===== config.mk =====
export PLATFORM = sky130hd
export DESIGN_NAME = imm_gen_pipe_flat
export DESIGN_NICKNAME = d
export VERILOG_FILES = /design/src/rtl/imm_gen_pipe_pkg.sv /design/src/rtl/imm_gen_pipe_if.sv /design/src/rtl/imm_gen_pipe_decode.sv /design/src/rtl/imm_gen_pipe.sv /design/src/flat_wrapper.sv
export SDC_FILE = /design/constraint.sdc
export NUM_CORES = 1
export LEC_CHECK = 0
export BUFFER_PORTS_ARGS = -buffer_cell sky130_fd_sc_hd__buf_2
export CAP_MARGIN = 15
export CORE_MARGIN = 10
export CORE_UTILIZATION = 50
export DETAILED_ROUTE_END_ITERATION = 16
export GPL_ROUTABILITY_DRIVEN = 0
export PLACE_DENSITY = 0.79
export SYNTH_ARGS = -nofsm -noshare
export SYNTH_HDL_FRONTEND = slang
export SYNTH_SLANG_ARGS = --single-unit

===== constraint.sdc =====
create_clock -name clk_i -period 1.9 [get_ports clk_i]
set_input_delay 0.095 -clock clk_i [delete_from_list [all_inputs] [get_ports clk_i]]
set_output_delay 0.095 -clock clk_i [all_outputs]
set_load 0.05 [all_outputs]

===== src/rtl/imm_gen_pipe_pkg.sv =====
// rtl/imm_gen_pipe_pkg.sv - shared types and opcode constants for the immediate generator
package imm_pkg;

    // Immediate format code presented on type_o
    typedef enum logic [2:0] {
        IMM_R = 3'd0,
        IMM_I = 3'd1,
        IMM_S = 3'd2,
        IMM_B = 3'd3,
        IMM_U = 3'd4,
        IMM_J = 3'd5,
        IMM_Z = 3'd6,
        IMM_X = 3'd7
    } imm_type_e;

    localparam logic [6:0] OPC_OP       = 7'b0110011;
    localparam logic [6:0] OPC_OP_32    = 7'b0111011;
    localparam logic [6:0] OPC_OP_IMM   = 7'b0010011;
    localparam logic [6:0] OPC_OP_IMM32 = 7'b0011011;
    localparam logic [6:0] OPC_LOAD     = 7'b0000011;
    localparam logic [6:0] OPC_JALR     = 7'b1100111;
    localparam logic [6:0] OPC_SYSTEM   = 7'b1110011;
    localparam logic [6:0] OPC_STORE    = 7'b0100011;
    localparam logic [6:0] OPC_BRANCH   = 7'b1100011;
    localparam logic [6:0] OPC_LUI      = 7'b0110111;
    localparam logic [6:0] OPC_AUIPC    = 7'b0010111;
    localparam logic [6:0] OPC_JAL      = 7'b1101111;

endpackage


===== src/rtl/imm_gen_pipe_if.sv =====
// rtl/imm_gen_pipe_if.sv - upstream/downstream handshake bundle for imm_gen_pipe
interface imm_gen_pipe_if
    import imm_pkg::*;
#(
    parameter int XLEN  = 32,
    parameter int TAG_W = 5
);
    logic              valid_i;
    logic              ready_o;
    logic [31:0]       instr_i;
    logic [TAG_W-1:0]  tag_i;
    logic              valid_o;
    logic              ready_i;
    logic [XLEN-1:0]   imm_o;
    imm_type_e         type_o;
    logic              illegal_o;
    logic [TAG_W-1:0]  tag_o;

    // The generator itself
    modport slave (
        input  valid_i, instr_i, tag_i, ready_i,
        output ready_o, valid_o, imm_o, type_o, illegal_o, tag_o
    );

    // Decode front end / execute consumer side
    modport master (
        output valid_i, instr_i, tag_i, ready_i,
        input  ready_o, valid_o, imm_o, type_o, illegal_o, tag_o
    );
endinterface


===== src/rtl/imm_gen_pipe_decode.sv =====
// rtl/imm_gen_pipe_decode.sv - combinational instruction to immediate/format decode
module imm_decode
    import imm_pkg::*;
#(
    parameter int XLEN = 32
) (
    input  logic [31:0]      instr,
    output logic [XLEN-1:0]  imm,
    output imm_type_e        typ,
    output logic             illegal
);
    logic [6:0]      opcode;
    logic [2:0]      funct3;
    logic [XLEN-1:0] sext_i;
    logic [XLEN-1:0] sext_s;
    logic [XLEN-1:0] sext_b;
    logic [XLEN-1:0] sext_u;
    logic [XLEN-1:0] sext_j;
    logic [XLEN-1:0] shamt_x;
    logic [XLEN-1:0] shamt_w;
    logic [XLEN-1:0] zimm;

    assign opcode = instr[6:0];
    assign funct3 = instr[14:12];

    // Signed width casts replicate instr[31] up to bit XLEN-1
    assign sext_i  = XLEN'($signed(instr[31:20]));
    assign sext_s  = XLEN'($signed({instr[31:25], instr[11:7]}));
    assign sext_b  = XLEN'($signed({instr[31], instr[7], instr[30:25], instr[11:8], 1'b0}));
    assign sext_u  = XLEN'($signed({instr[31:12], 12'b0}));
    assign sext_j  = XLEN'($signed({instr[31], instr[19:12], instr[20], instr[30:21], 1'b0}));
    // Full-width shifts take a 6-bit shamt on RV64; the *W forms always use 5 bits
    assign shamt_x = (XLEN == 64) ? XLEN'(instr[25:20]) : XLEN'(instr[24:20]);
    assign shamt_w = XLEN'(instr[24:20]);
    assign zimm    = XLEN'(instr[19:15]);

    // Format select from opcode/funct3; unknown or width-illegal opcodes flag X
    always_comb begin
        imm     = '0;
        typ     = IMM_R;
        illegal = 1'b0;
        case (opcode)
            OPC_OP: typ = IMM_R;
            OPC_OP_32: begin
                if (XLEN == 64) begin
                    typ = IMM_R;
                end else begin
                    typ     = IMM_X;
                    illegal = 1'b1;
                end
            end
            OPC_OP_IMM: begin
                typ = IMM_I;
                imm = (funct3[1:0] == 2'b01) ? shamt_x : sext_i;
            end
            OPC_OP_IMM32: begin
                if (XLEN == 64) begin
                    typ = IMM_I;
                    imm = (funct3[1:0] == 2'b01) ? shamt_w : sext_i;
                end else begin
                    typ     = IMM_X;
                    illegal = 1'b1;
                end
            end
            OPC_LOAD, OPC_JALR: begin
                typ = IMM_I;
                imm = sext_i;
            end
            OPC_SYSTEM: begin
                if (funct3[2]) begin
                    typ = IMM_Z;
                    imm = zimm;
                end else begin
                    typ = IMM_I;
                    imm = sext_i;
                end
            end
            OPC_STORE: begin
                typ = IMM_S;
                imm = sext_s;
            end
            OPC_BRANCH: begin
                typ = IMM_B;
                imm = sext_b;
            end
            OPC_LUI, OPC_AUIPC: begin
                typ = IMM_U;
                imm = sext_u;
            end
            OPC_JAL: begin
                typ = IMM_J;
                imm = sext_j;
            end
            default: begin
                typ     = IMM_X;
                illegal = 1'b1;
            end
        endcase
    end
endmodule


===== src/rtl/imm_gen_pipe.sv =====
// rtl/imm_gen_pipe.sv - registered immediate generator with 2-entry skid buffer
module imm_gen_pipe
    import imm_pkg::*;
#(
    parameter int XLEN  = 32,
    parameter int TAG_W = 5
) (
    input  logic          clk_i,
    input  logic          rst_ni,
    input  logic          flush_i,
    imm_gen_pipe_if.slave bus
);
    typedef struct packed {
        logic             valid;
        logic [XLEN-1:0]  imm;
        imm_type_e        typ;
        logic             illegal;
        logic [TAG_W-1:0] tag;
    } imm_entry_t;

    imm_entry_t out_q, out_d;
    imm_entry_t skid_q, skid_d;
    imm_entry_t in_entry;
    logic [XLEN-1:0] dec_imm;
    imm_type_e       dec_typ;
    logic            dec_illegal;
    logic            accept;
    logic            out_free;

    imm_decode #(.XLEN(XLEN)) u_decode (
        .instr   (bus.instr_i),
        .imm     (dec_imm),
        .typ     (dec_typ),
        .illegal (dec_illegal)
    );

    // Ready depends only on skid occupancy, so there is no combinational path from ready_i
    assign bus.ready_o = !skid_q.valid;
    assign accept      = bus.valid_i && bus.ready_o;
    assign out_free    = !out_q.valid || bus.ready_i;

    assign in_entry = '{valid: 1'b1, imm: dec_imm, typ: dec_typ,
                        illegal: dec_illegal, tag: bus.tag_i};

    // Buffer steering: skid drains into out first, new words never overtake buffered ones
    always_comb begin
        out_d  = out_q;
        skid_d = skid_q;
        if (flush_i) begin
            out_d.valid  = 1'b0;
            skid_d.valid = 1'b0;
        end else if (out_free) begin
            if (skid_q.valid) begin
                out_d        = skid_q;
                skid_d.valid = 1'b0;
            end else if (accept) begin
                out_d = in_entry;
            end else begin
                out_d.valid = 1'b0;
            end
        end else if (accept) begin
            skid_d = in_entry;
        end
    end

    // Entry registers; reset clears payload so outputs show the reset values
    always_ff @(posedge clk_i or negedge rst_ni) begin
        if (!rst_ni) begin
            out_q  <= '0;
            skid_q <= '0;
        end else begin
            out_q  <= out_d;
            skid_q <= skid_d;
        end
    end

    assign bus.valid_o   = out_q.valid;
    assign bus.imm_o     = out_q.imm;
    assign bus.type_o    = out_q.typ;
    assign bus.illegal_o = out_q.illegal;
    assign bus.tag_o     = out_q.tag;
endmodule

===== src/flat_wrapper.sv =====
// flat-port wrapper written by rule: the top's interface ports become plain ports
module imm_gen_pipe_flat import imm_pkg::*;
#(
    parameter int XLEN  = 32,
    parameter int TAG_W = 5
)
  (clk_i, rst_ni, flush_i, bus_valid_i, bus_instr_i, bus_tag_i, bus_ready_i, bus_ready_o, bus_valid_o, bus_imm_o, bus_type_o, bus_illegal_o, bus_tag_o);
  imm_gen_pipe_if #(.XLEN(XLEN), .TAG_W(TAG_W)) bus_i ();
  input  logic clk_i;
  input  logic rst_ni;
  input  logic flush_i;
  input wire logic [$bits(bus_i.valid_i)-1:0] bus_valid_i;
  input wire logic [$bits(bus_i.instr_i)-1:0] bus_instr_i;
  input wire logic [$bits(bus_i.tag_i)-1:0] bus_tag_i;
  input wire logic [$bits(bus_i.ready_i)-1:0] bus_ready_i;
  output wire logic [$bits(bus_i.ready_o)-1:0] bus_ready_o;
  output wire logic [$bits(bus_i.valid_o)-1:0] bus_valid_o;
  output wire logic [$bits(bus_i.imm_o)-1:0] bus_imm_o;
  output wire logic [$bits(bus_i.type_o)-1:0] bus_type_o;
  output wire logic [$bits(bus_i.illegal_o)-1:0] bus_illegal_o;
  output wire logic [$bits(bus_i.tag_o)-1:0] bus_tag_o;
  assign bus_i.valid_i = bus_valid_i;
  assign bus_i.instr_i = bus_instr_i;
  assign bus_i.tag_i = bus_tag_i;
  assign bus_i.ready_i = bus_ready_i;
  assign bus_ready_o = bus_i.ready_o;
  assign bus_valid_o = bus_i.valid_o;
  assign bus_imm_o = bus_i.imm_o;
  assign bus_type_o = bus_i.type_o;
  assign bus_illegal_o = bus_i.illegal_o;
  assign bus_tag_o = bus_i.tag_o;
  imm_gen_pipe #(.XLEN(XLEN), .TAG_W(TAG_W)) u_core (.clk_i(clk_i), .rst_ni(rst_ni), .flush_i(flush_i), .bus(bus_i));
endmodule

Word level (Yosys, flattened, before mapping):

Cells that the tools add are included.

* register bits: 84
* input port bits: 42
* output and inout bits: 43
* logic and storage cells: 50

* equality and inequality tests: 11
* muxes and demuxes: 14
* bitwise gates (word level): 2
* reduce and logical (&&, ||, !) cells: 13

Operators with widths (number)
* one-hot mux 32 bit (7 select lines): 1
* 2-to-1 mux 42 bit: 3
* 2-to-1 mux 32 bit: 2
* 2-to-1 mux 41 bit: 1
* equality test 7 bit, second input constant: 4
* equality test 7 x 6 -> 1 bit, second input constant: 3
* one-hot mux 3 bit (7 select lines): 1
* equality test 7 x 5 -> 1 bit, second input constant: 2
* OR reduction 10 bit: 1
* equality test 7 x 2 -> 1 bit, second input constant: 1
* AND reduction 3 bit: 2
* 2-to-1 mux 1 bit: 5
* nonzero test 2 bit: 2
* OR reduction 2 bit: 2
* 2-to-1 mux 3 bit: 1
* nonzero test 3 bit: 1
* OR reduction 3 bit: 1
* equality test 2 x 1 -> 1 bit, second input constant: 1
* zero test 1 bit: 2
* inverter 1 bit: 2
* logical AND 1 bit: 1
* logical OR 1 bit: 1

Depth between registers and ports, before layout:

Gate-level depths: netlist of run 1.

* depth in word-level cells: 7
* gate-level depth with buffers: 7
* mapped depth without buffers: 4

Modules after synthesis:

From an unflattened synthesis of run 1, not the netlist that was laid out.

* cells, all modules: 358
* area total of the unflattened synthesis: 4514.3 sq um

Modules (own cells, without submodules)
* imm_gen_pipe: instances 1, cells each 228, area each 3773.6 sq um
* imm_decode: instances 1, cells each 130, area each 740.7 sq um

Worst setup path after synthesis of run 1:

OpenSTA, ideal clock, no wires.

* kind: reg-to-reg
* from: register u_core.out_q, in the netlist u_core.bus.valid_o
* to: register u_core.out_q, in the netlist u_core.bus.imm_o[30]
* library setup time: 82 ps
* data arrival time: 1799 ps
* required time: 1818 ps
* path slack: 20 ps
* stages on the path, launching flop included: 7
* clock period less this slack: 1880 ps
* cell sequence: dfrtp_1 -> nor2b_1 -> clkbuf_1 -> buf_2 -> nor4_1 -> o21bai_1 -> a31oi_1

* longest elaborated chain between the ends: 3

Ends and longest elaborated chain
* start: declaration: RTL line imm_gen_pipe.sv:21 `imm_entry_t out_q, out_d;`
* start signal: assignment: RTL line imm_gen_pipe.sv:72 `out_q <= out_d;`
* zero test 1 bit: RTL line imm_gen_pipe.sv:40 `assign out_free = !out_q.valid || bus.ready_i;`
* logical OR 1 bit: RTL line imm_gen_pipe.sv:40
* AND reduction 3 bit (no line)

No other way between the ends.
A chain may end at the register's enable or synchronous reset.

Final worst setup path of run 1:

* from: register u_core.out_q, in the netlist u_core.bus.valid_o
* to: register u_core.out_q, in the netlist u_core.bus.imm_o[11]

The elaborated chain is that of the path after synthesis.

==> out/qor.txt, run 1 <==
Site Rows -> 34
Post-CTS Setup Inserts -> 0
startpoint types -> flop
final WL -> 13,200 um
# DRC -> 0
H-tree Lvls -> 3
RSZ-0062 raised after global routing -> yes
placed instance area -> 5050 sq um
die area -> 13,000 sq um
crit-path max cell delay -> 600 ps
actual slew at the worst max-slew pin -> 743 ps
post-synth cell types -> 45
final max-slew violation count -> 0
status -> completed
Multi-input gate area -> 2070 sq um
Crit-path slowest cell -> nor2_1
Setup Crit Path Kind -> flop to flop
Seq cells post-synth -> 84
cells along the critical path -> nor2b_1 -> nor2_1 -> buf_4 -> o21bai_1 -> a31oi_1
clk_lat worst skew -> 350 ps
Initial DRC Count -> 466
initial cell density of the core -> 50.9%
post-synth top area share -> 47.6%
final antenna-violating net count -> 0
Top FF cell, synth -> dfrtp_1
final setup violation count -> 0
antenna violations before repair -> 0
crit share post-route -> 99.3%
Post-synth EDFFs -> 0
via count -> 4,359
Die Span X -> 114 um
power per standard cell area -> 931 nW/um^2
final hold violations -> 0
largest net degree at the start of global routing -> 41
DR WL/cell -> 19.1 um
critical path data required time -> 2170 ps
synth warn -> 0
Hold WC Path Type -> input pin to flop
Ant. Diodes -> 0
share of cells above drive strength 1 -> 24.7%
CORE AREA -> 8680 sq um
Setup WS pre-CTS -> 47.9 ps
register area -> 2100 sq um
Die Ht -> 114 um
Post-synth top cells -> dfrtp_1 (84), nand2_1 (74), a31oi_1 (40)
setup slack, reg-to-reg -> 10 ps
CTS tree -> built
Mapped Area -> 4420 sq um
register area share after synthesis -> 47.6%
first-pass GRT wire length -> 21,500 um
crit path DAT -> 2160 ps
clock slew at reported path FFs -> 90 ps
Max Cap Violations -> 0
CTS buffer count -> 9
Buffers on Ports -> 84
Rel. slew slack -> 50.3%
Pre-Repair DR Iteration Count -> 5
syn_nets -> 533
Total Power -> 4.98 mW
grt ovf -> 0
Peak Freq -> 0.530 GHz
nets -> 624
top-count cell post-synth -> dfrtp_1
crit-path max FO -> 18
area leader, netlist -> dfrtp_1
fraction of registers with async set/reset -> 100%
FILL cells -> 767
Lkg Pwr -> 2.31 nW
DR vias/cell -> 6.27
Area contributors post-synth -> dfrtp_1 (48%), nand2_1 (6.3%), a31oi_1 (5.7%)
syn_area_per_cell -> 9.00 sq um
final worst path period need -> 1890 ps
DPL Wire Length -> 9500 um
Final Skew -> 5.82 ps
CTS root buffer -> clkbuf_8
VDD IR max -> 0.390 mV
worst setup margin -> 12.8 ps
total I/O pin count -> 85
Total GRT Usage -> 20.1%
Area Overhead vs Synth -> 21.0%
post-route design area -> 5350 sq um
Max clock buf depth -> 2
clock sinks -> 84
Post-Syn Instances -> 491
CP endpoint kind -> flop
number of global-route vias before repair -> 4,294
-- cells in the final DEF, fill, tap and decap left out, types with 2 or more instances in the layout --
cell	instances
dfrtp_1	84
buf_2	83
nand2_1	74
a31oi_1	40
nor2_1	37
buf_4	36
nor4_1	27
o21bai_1	20
o31ai_1	15
nand4_1	15
a21oi_1	14
inv_1	13
o211ai_1	11
nand4b_1	10
clkbuf_8	10
nand3_1	9
o21ai_0	8
a21boi_0	8
o32ai_1	8
o221ai_1	8
nand2b_1	6
dlygate4sd3_1	6
mux2i_1	5
nor3_1	4
a211oi_1	3
nor3b_1	2
and4b_1	2
or4_1	2
and2_1	2
or3b_2	2
bufinv_16	2
clkinv_4	2
clkinv_2	2
-- power by group --
part / internal [mW] / switching [mW]
Combinational: 0.383 / 0.914
Sequential: 2.08 / 0.164
Clock: 0.776 / 0.659
Total: 3.24 / 1.74
-- cell families after synthesis --
| logic type | count (synthesis) | synth area share, % |
|---|---|---|
| muxes | 5 | 1.13 |
| buffers and inverters | 59 | 5.78 |
| DFF | 84 | 47.6 |
| AOI/OAI and AO/OA | 142 | 22.5 |
| and+or+nand+nor | 201 | 23.0 |
-- critical path: cells and delay by family (launching register included) --
kind            cells  cell delay (ps)
buf+inv             1              370
simple gates        2              780
compound gates      2              270
flops               1              390
-- what timing repair did --
| action | 4_1_cts | 5_1_grt |
|---|---|---|
| hold buffers | 6 | 0 |
| hold endpoints to repair | 42 | 0 |
| gates resized for setup | 0 | 2 |
| endpoints found under the setup margin | 0 | 35 |
-- cell type report --
| type | count | share of cell area, % |
|---|---|---|
| inverters | 13 | 0.913 |
| flip-flops and latches | 84 | 39.3 |
| well taps | 108 | 2.53 |
| clock buffers | 10 | 2.57 |
| clock inverters | 6 | 1.64 |
| repair buffers | 126 | 14.3 |
| multi-input cells | 348 | 38.7 |
-- sequential cells by signal, indices dropped and copies added, names as in the netlist --
signal,count
u_core.bus.tag_o,5
u_core.bus.imm_o,32
u_core.skid_q,42
u_core.bus.illegal_o,1
u_core.bus.valid_o,1
u_core.bus.type_o,3
-- layer usage --
metal | part of all wire [%] | track usage, % | vias up
met1 | 43 | 27.0 | 2094
met3 | 9.0 | 4.25 | 16
met2 | 47 | 30.9 | 236
li1 | - | - | 2013
met4 | 1.6 | 8.19 | 0
met5 | 0 | 0 | -
-- through the flow --
step / hold WS, ps / setup TNS (ps) / util, % / cells
finish: 29.0 / 0 / 61.6 / 695
detailed placement: 99.3 / 0 / 58.2 / 673
global route: 40.4 / -2510 / 61.6 / 695
floorplan: -201 / 0 / - / 491
global placement: 101 / 0 / 58.2 / 673
CTS: 27.6 / 0 / 61.5 / 695
-- path summary, 6_finish.rpt --
| check | startpoint | endpoint | cells after the start |
|---|---|---|---|
| setup / recovery | u_core.bus.valid_o$_DFFE_PN0N_ | u_core.bus.imm_o[11]$_DFFE_PN0P_ | 5 |
| hold / removal | bus_instr_i[27] | u_core.bus.imm_o[7]$_DFFE_PN0P_ | 3 |
| setup reg to reg | u_core.bus.valid_o$_DFFE_PN0N_ | u_core.bus.imm_o[11]$_DFFE_PN0P_ | 5 |
| hold reg to reg | u_core.skid_q[3]$_DFFE_PN0P_ | u_core.skid_q[3]$_DFFE_PN0P_ | 2 |
| max in group asynchronous | rst_ni | u_core.bus.imm_o[30]$_DFFE_PN0P_ | 3 |
| min in group asynchronous | rst_ni | u_core.skid_q[22]$_DFFE_PN0P_ | 2 |
No activity file was read; power rests on OpenSTA's default activity.
==> run 2: changes to the inputs <==
--- a/config.mk
+++ b/config.mk
@@ -5,6 +5,7 @@
 export SDC_FILE = /design/constraint.sdc
 export NUM_CORES = 1
 export LEC_CHECK = 0
+export ABC_AREA = 1
 export BUFFER_PORTS_ARGS = -buffer_cell sky130_fd_sc_hd__buf_2
 export CAP_MARGIN = 15
 export CORE_MARGIN = 10
==> out/qor.txt, run 2 <==
Initial DRC Count -> 485 (was 466)
Hold WC Path Type -> input pin to flop (unchanged)
Die Span X -> 116 um (was 114 um)
fin cells -> 851 (was 695)
Post-Syn Instances -> 663 (was 491)
Post-synth top cells -> nand2_1 (183), nor2_1 (149), dfrtp_1 (84) (was dfrtp_1 (84), nand2_1 (74), a31oi_1 (40))
most frequent cells in the layout -> nand2_1 (182), nor2_1 (149), dfrtp_1 (84), buf_2 (83), nand3_1 (63) (was dfrtp_1 (84), buf_2 (83), nand2_1 (74), a31oi_1 (40), nor2_1 (37))
die area -> 13,500 sq um (was 13,000 sq um)
DPL Wire Length -> 8920 um (was 9500 um)
top-count cell post-synth -> nand2_1 (was dfrtp_1)
post-synth top area share -> 45.3% (was 47.6%)
largest reg by FF count -> u_core.skid_q (unchanged)
Ant. Diodes -> 0 (unchanged)
Post-CTS Setup Inserts -> 0 (unchanged)
DR vias/cell -> 5.50 (was 6.27)
largest net degree at the start of global routing -> 71 (was 41)
Area Overhead vs Synth -> 16.3% (was 21.0%)
syn_nets -> 705 (was 533)
RSZ-0062 raised after global routing -> no (was yes)
Post-synth EDFFs -> 0 (unchanged)
first-pass GRT wire length -> 20,900 um (was 21,500 um)
critical path data required time -> 1800 ps (was 2170 ps)
placed instance area -> 5160 sq um (was 5050 sq um)
grt ovf -> 0 (unchanged)
# DRC -> 0 (unchanged)
clk_lat worst skew -> 360 ps (was 350 ps)
final hold violations -> 0 (unchanged)
crit-path max FO -> 70 (was 18)
Final Skew -> 12.5 ps (was 5.82 ps)
share of cells above drive strength 1 -> 17.2% (was 24.7%)
Peak Freq -> 0.559 GHz (was 0.530 GHz)
initial cell density of the core -> 50.7% (was 50.9%)
Site Rows -> 35 (was 34)
nets -> 777 (was 624)
CORE AREA -> 9150 sq um (was 8680 sq um)
Lkg Pwr -> 3.09 nW (was 2.31 nW)
Buffers on Ports -> 84 (unchanged)
Max clock buf depth -> 2 (unchanged)
Resize count post-CTS -> 0 (unchanged)
power per standard cell area -> 875 nW/um^2 (was 931 nW/um^2)
# hold bufs at CTS -> 2 (was 6)
crit share post-route -> 94.1% (was 99.3%)
register area share after synthesis -> 45.3% (was 47.6%)
Mapped Area -> 4640 sq um (was 4420 sq um)
DP Cell Count -> 833 (was 673)
H-tree Lvls -> 3 (unchanged)
post-synth cell types -> 22 (was 45)
antenna violations before repair -> 0 (unchanged)
clock slew at reported path FFs -> 90 ps (about the same)
actual slew at the worst max-slew pin -> 498 ps (was 743 ps)
clock sinks -> 84 (unchanged)
final WL -> 12,600 um (was 13,200 um)
Rel. slew slack -> 66.7% (was 50.3%)
total I/O pin count -> 85 (unchanged)
Seq cells post-synth -> 84 (unchanged)
number of global-route vias before repair -> 4,454 (was 4,294)
status -> completed (unchanged)
Total Power -> 4.72 mW (was 4.98 mW)
final setup violation count -> 0 (unchanged)
area leader, netlist -> dfrtp_1 (unchanged)
Fin Setup TNS -> 0 ps (unchanged)
synth warn -> 0 (unchanged)
final antenna-violating net count -> 0 (unchanged)
syn_area_per_cell -> 7.00 sq um (was 9.00 sq um)
CP endpoint kind -> output pin (was flop)
via count -> 4,678 (was 4,359)
CTS buffer count -> 9 (unchanged)
final max-slew violation count -> 0 (unchanged)
Layout Utilization -> 59.0% (was 61.6%)
final worst path period need -> 1790 ps (was 1890 ps)
Setup Crit Path Kind -> flop to output pin (was flop to flop)
DR WL/cell -> 14.8 um (was 19.1 um)
CTS tree -> built (unchanged)
Max Cap Violations -> 0 (unchanged)
VDD IR max -> 0.356 mV (was 0.390 mV)
max reg flops -> 42 (unchanged)
post-route design area -> 5400 sq um (was 5350 sq um)
crit path DAT -> 1690 ps (was 2160 ps)
fraction of registers with async set/reset -> 100% (unchanged)
CTS root buffer -> clkbuf_8 (unchanged)
Area contributors post-synth -> dfrtp_1 (45%), nand2_1 (15%), nor2_1 (12%) (was dfrtp_1 (48%), nand2_1 (6.3%), a31oi_1 (5.7%))
Total GRT Usage -> 19.0% (was 20.1%)
Top FF cell, synth -> dfrtp_1 (unchanged)
Pre-Repair DR Iteration Count -> 5 (unchanged)
Die Ht -> 116 um (was 114 um)
commonest non-fill, non-tap cell in the layout -> nand2_1 (was dfrtp_1)
startpoint types -> flop (unchanged)
## run 2: report_power, final
group	switching [mW]	internal (mW)	total [mW]
Sequential	0.153	2.09	2.24
Combinational	0.750	0.315	1.07
Clock	0.668	0.747	1.41
Total	1.57	3.15	4.72
## run 2: per-layer routing
metal / up-vias / part of all wire [%] / track usage (%) / routed length [um]
li1: 2283 / - / - / -
met1: 2169 / 41 / 24.2 / 5170
met2: 210 / 48 / 30.2 / 6050
met3: 16 / 9.4 / 5.55 / 1190
met4: 0 / 1.3 / 6.26 / 167
met5: - / 0 / 0 / 0
## run 2: logic make-up (layout without fill, tap and decap cells)
| family | Yosys count | in the layout | synth area share, % |
|---|---|---|---|
| simple gates | 422 | 422 | 38.0 |
| flops | 84 | 84 | 45.3 |
| compound gates | 84 | 84 | 9.84 |
| buf+inv | 73 | 150 | 6.85 |
## run 2: final cells by class
cell class                      instances  area [sq um]
Fill cell                             870          3760
Multi-Input combinational cell        506          2220
Sequential cell                        84          2100
Timing Repair Buffer                   98           583
Tap cell                              111           139
Inverter                               36           135
Clock buffer                           11           131
Clock inverter                          5          83.8
## run 2: through the flow
stage | setup slack (ps) | hold slack [ps]
2_1_floorplan | 133 | -201
3_3_place_gp | 367 | 67.5
3_5_place_dp | 290 | 73.4
4_1_cts | 117 | 3.35
5_1_grt | 17.3 | 23.0
6_report | 111 | 10.6
## run 2: worst max-delay path, stage by stage, from the launching register on
cell,delay (ps)
dfrtp_1,450
inv_2,220
buf_12,310
buf_2,330
## run 2: worst paths after layout
check	from	to	slack, ps	depth (start not counted)
worst max-delay path	u_core.skid_q[41]$_DFFE_PN0P_	bus_ready_o	110	3
worst min-delay path	bus_tag_i[4]	u_core.skid_q[4]$_DFFE_PN0P_	10	3
worst max register to register	u_core.skid_q[41]$_DFFE_PN0P_	u_core.skid_q[23]$_DFFE_PN0P_	380	6
worst min register to register	u_core.bus.imm_o[21]$_DFFE_PN0P_	u_core.bus.imm_o[21]$_DFFE_PN0P_	480	2
max in group asynchronous	rst_ni	u_core.skid_q[13]$_DFFE_PN0P_	1040	3
min in group asynchronous	rst_ni	u_core.bus.tag_o[1]$_DFFE_PN0P_	220	2
==> run 3: changes to the inputs <==
--- a/config.mk
+++ b/config.mk
@@ -13,6 +13,7 @@
 export DETAILED_ROUTE_END_ITERATION = 16
 export GPL_ROUTABILITY_DRIVEN = 0
 export PLACE_DENSITY = 0.79
+export SETUP_SLACK_MARGIN = 0.5
 export SYNTH_ARGS = -nofsm -noshare
 export SYNTH_HDL_FRONTEND = slang
 export SYNTH_SLANG_ARGS = --single-unit
==> out/qor.txt, run 3 (synthesis gave the netlist of run 2 again) <==
status -> completed (unchanged)
Die Ht -> 116 um (unchanged)
total I/O pin count -> 85 (unchanged)
FILL cells -> 810 (was 870)
number of global-route vias before repair -> 4,534 (was 4,454)
Ant. Diodes -> 0 (unchanged)
DR vias/cell -> 5.63 (was 5.50)
CTS tree -> built (unchanged)
Fin Setup TNS -> 0 ps (unchanged)
clk_lat worst skew -> 360 ps (about the same)
crit share post-route -> 74.4% (was 94.1%)
Buffers on Ports -> 84 (unchanged)
final worst path period need -> 1410 ps (was 1790 ps)
final hold violations -> 0 (unchanged)
Final Skew -> 9.99 ps (was 12.5 ps)
# DRC -> 0 (unchanged)
Total Power -> 4.72 mW (about the same)
largest net degree at the start of global routing -> 45 (was 71)
largest reg by FF count -> u_core.skid_q (unchanged)
final antenna-violating net count -> 0 (unchanged)
Setup Crit Path Kind -> flop to output pin (unchanged)
Total GRT Usage -> 20.0% (was 19.0%)
crit path DAT -> 1320 ps (was 1690 ps)
initial cell density of the core -> 50.7% (unchanged)
final max-slew violation count -> 0 (unchanged)
actual slew at the worst max-slew pin -> 587 ps (was 498 ps)
Initial DRC Count -> 517 (was 485)
Crit-path slowest cell -> dfrtp_1 (unchanged)
H-tree Lvls -> 3 (unchanged)
Site Rows -> 35 (unchanged)
DR WL/cell -> 16.3 um (was 14.8 um)
WP buf/inv -> 3 (unchanged)
final setup violation count -> 0 (unchanged)
VDD IR max -> 0.354 mV (was 0.356 mV)
crit-path max cell delay -> 440 ps (was 450 ps)
Die Span X -> 116 um (unchanged)
Rel. slew slack -> 60.9% (was 66.7%)
CTS buffer count -> 9 (unchanged)
CP endpoint kind -> output pin (unchanged)
antenna violations before repair -> 0 (unchanged)
grt ovf -> 0 (unchanged)
critical path data required time -> 1800 ps (about the same)
Area Overhead vs Synth -> 25.5% (was 16.3%)
commonest non-fill, non-tap cell in the layout -> nand2_1 (unchanged)
share of cells above drive strength 1 -> 21.8% (was 17.2%)
Peak Freq -> 0.707 GHz (was 0.559 GHz)
nets -> 793 (was 777)
cells along the critical path -> clkinv_4 -> buf_12 -> buf_6 (was inv_2 -> buf_12 -> buf_2)
Lkg Pwr -> 3.28 nW (was 3.09 nW)
crit-path max FO -> 18 (was 70)
Max Cap Violations -> 0 (unchanged)
Pre-Repair DR Iteration Count -> 5 (unchanged)
CORE AREA -> 9150 sq um (unchanged)
via count -> 4,873 (was 4,678)
delay-heaviest family, CP -> buffers and inverters (unchanged)
clock slew at reported path FFs -> 80 ps (was 90 ps)
die area -> 13,500 sq um (unchanged)
first-pass GRT wire length -> 22,000 um (was 20,900 um)
final WL -> 14,100 um (was 12,600 um)
most frequent cells in the layout -> nand2_1 (181), nor2_1 (134), dfrtp_1 (83), buf_2 (82), nand3_1 (62) (was nand2_1 (182), nor2_1 (149), dfrtp_1 (84), buf_2 (83), nand3_1 (63))
Multi-input gate area -> 2310 sq um (was 2220 sq um)
RSZ-0062 raised after global routing -> yes (was no)
power per standard cell area -> 811 nW/um^2 (was 875 nW/um^2)
register area -> 2100 sq um (about the same)
clock sinks -> 84 (unchanged)
DPL Wire Length -> 8920 um (about the same)
Hold WC Path Type -> input pin to flop (unchanged)
max reg flops -> 42 (unchanged)
CTS root buffer -> clkbuf_8 (unchanged)
startpoint types -> flop (unchanged)
Max clock buf depth -> 2 (unchanged)
run 3: area by class of cell:
type	count	share of cell area (%)
multi-input combinational	506	39.7
sequential	84	36.1
timing repair buffer	114	16.0
inverter	36	2.62
clock buffer	12	2.49
tap	111	2.39
clock inverter	2	0.645
run 3: worst paths after layout:
check	from	endpoint	slack [ps]	cells past startpoint
min	bus_tag_i[3]	u_core.skid_q[3]$_DFFE_PN0P_	6	3
min reg2reg	u_core.bus.imm_o[8]$_DFFE_PN0P_	u_core.bus.imm_o[8]$_DFFE_PN0P_	480	2
max in group asynchronous	rst_ni	u_core.bus.imm_o[10]$_DFFE_PN0P_	990	3
max reg2reg	u_core.bus.valid_o$_DFFE_PN0N_	u_core.skid_q[36]$_DFFE_PN0P_	490	9
max	u_core.skid_q[41]$_DFFE_PN0P_	bus_ready_o	490	3
min in group asynchronous	rst_ni	u_core.bus.imm_o[20]$_DFFE_PN0P_	280	2
run 3: what timing repair did:
action / in CTS / in global routing
pin swaps: 3 / 4
hold buffers: 1 / 0
gates resized for setup: 8 / 31
endpoints found under the hold margin: 42 / 0
buffers inserted: 2 / 7
endpoints found under the setup margin: 47 / 67
gates cloned: 4 / 6
run 3: worst register-to-register path, cell delays in order, from the launching register on:
cell	delay [ps]
dfrtp_2	370
inv_2	30
nor2_2	100
inv_2	60
nor2_4	130
nand3_4	130
clkinv_8	130
clkbuf_16	180
nor2_1	50
a31oi_1	140
run 3: metal layers:
metal / track usage, % / wire length [um]
met1: 26.8 / 6040
met2: 31.1 / 6470
met3: 4.31 / 1250
met4: 7.01 / 329
met5: 0 / 0
run 3: where the power goes:
part | total (mW) | internal (mW) | switching, mW
Combinational | 1.17 | 0.395 | 0.778
Sequential | 2.28 | 2.09 | 0.187
Clock | 1.27 | 0.631 | 0.641
run 3: per-stage QoR:
stage | hold WS (ps) | setup slack [ps] | cells | cell area [sq um] | utilization (%)
detailed placement | 142 | 273 | 831 | 5170 | 56.5
global route | 19.9 | 387 | 865 | 5820 | 63.6
floorplan | -201 | 416 | 663 | 4690 | -
global placement | 129 | 318 | 831 | 5170 | 56.5
CTS | 8.55 | 458 | 852 | 5520 | 60.3
finish | 5.84 | 486 | 865 | 5820 | 63.6
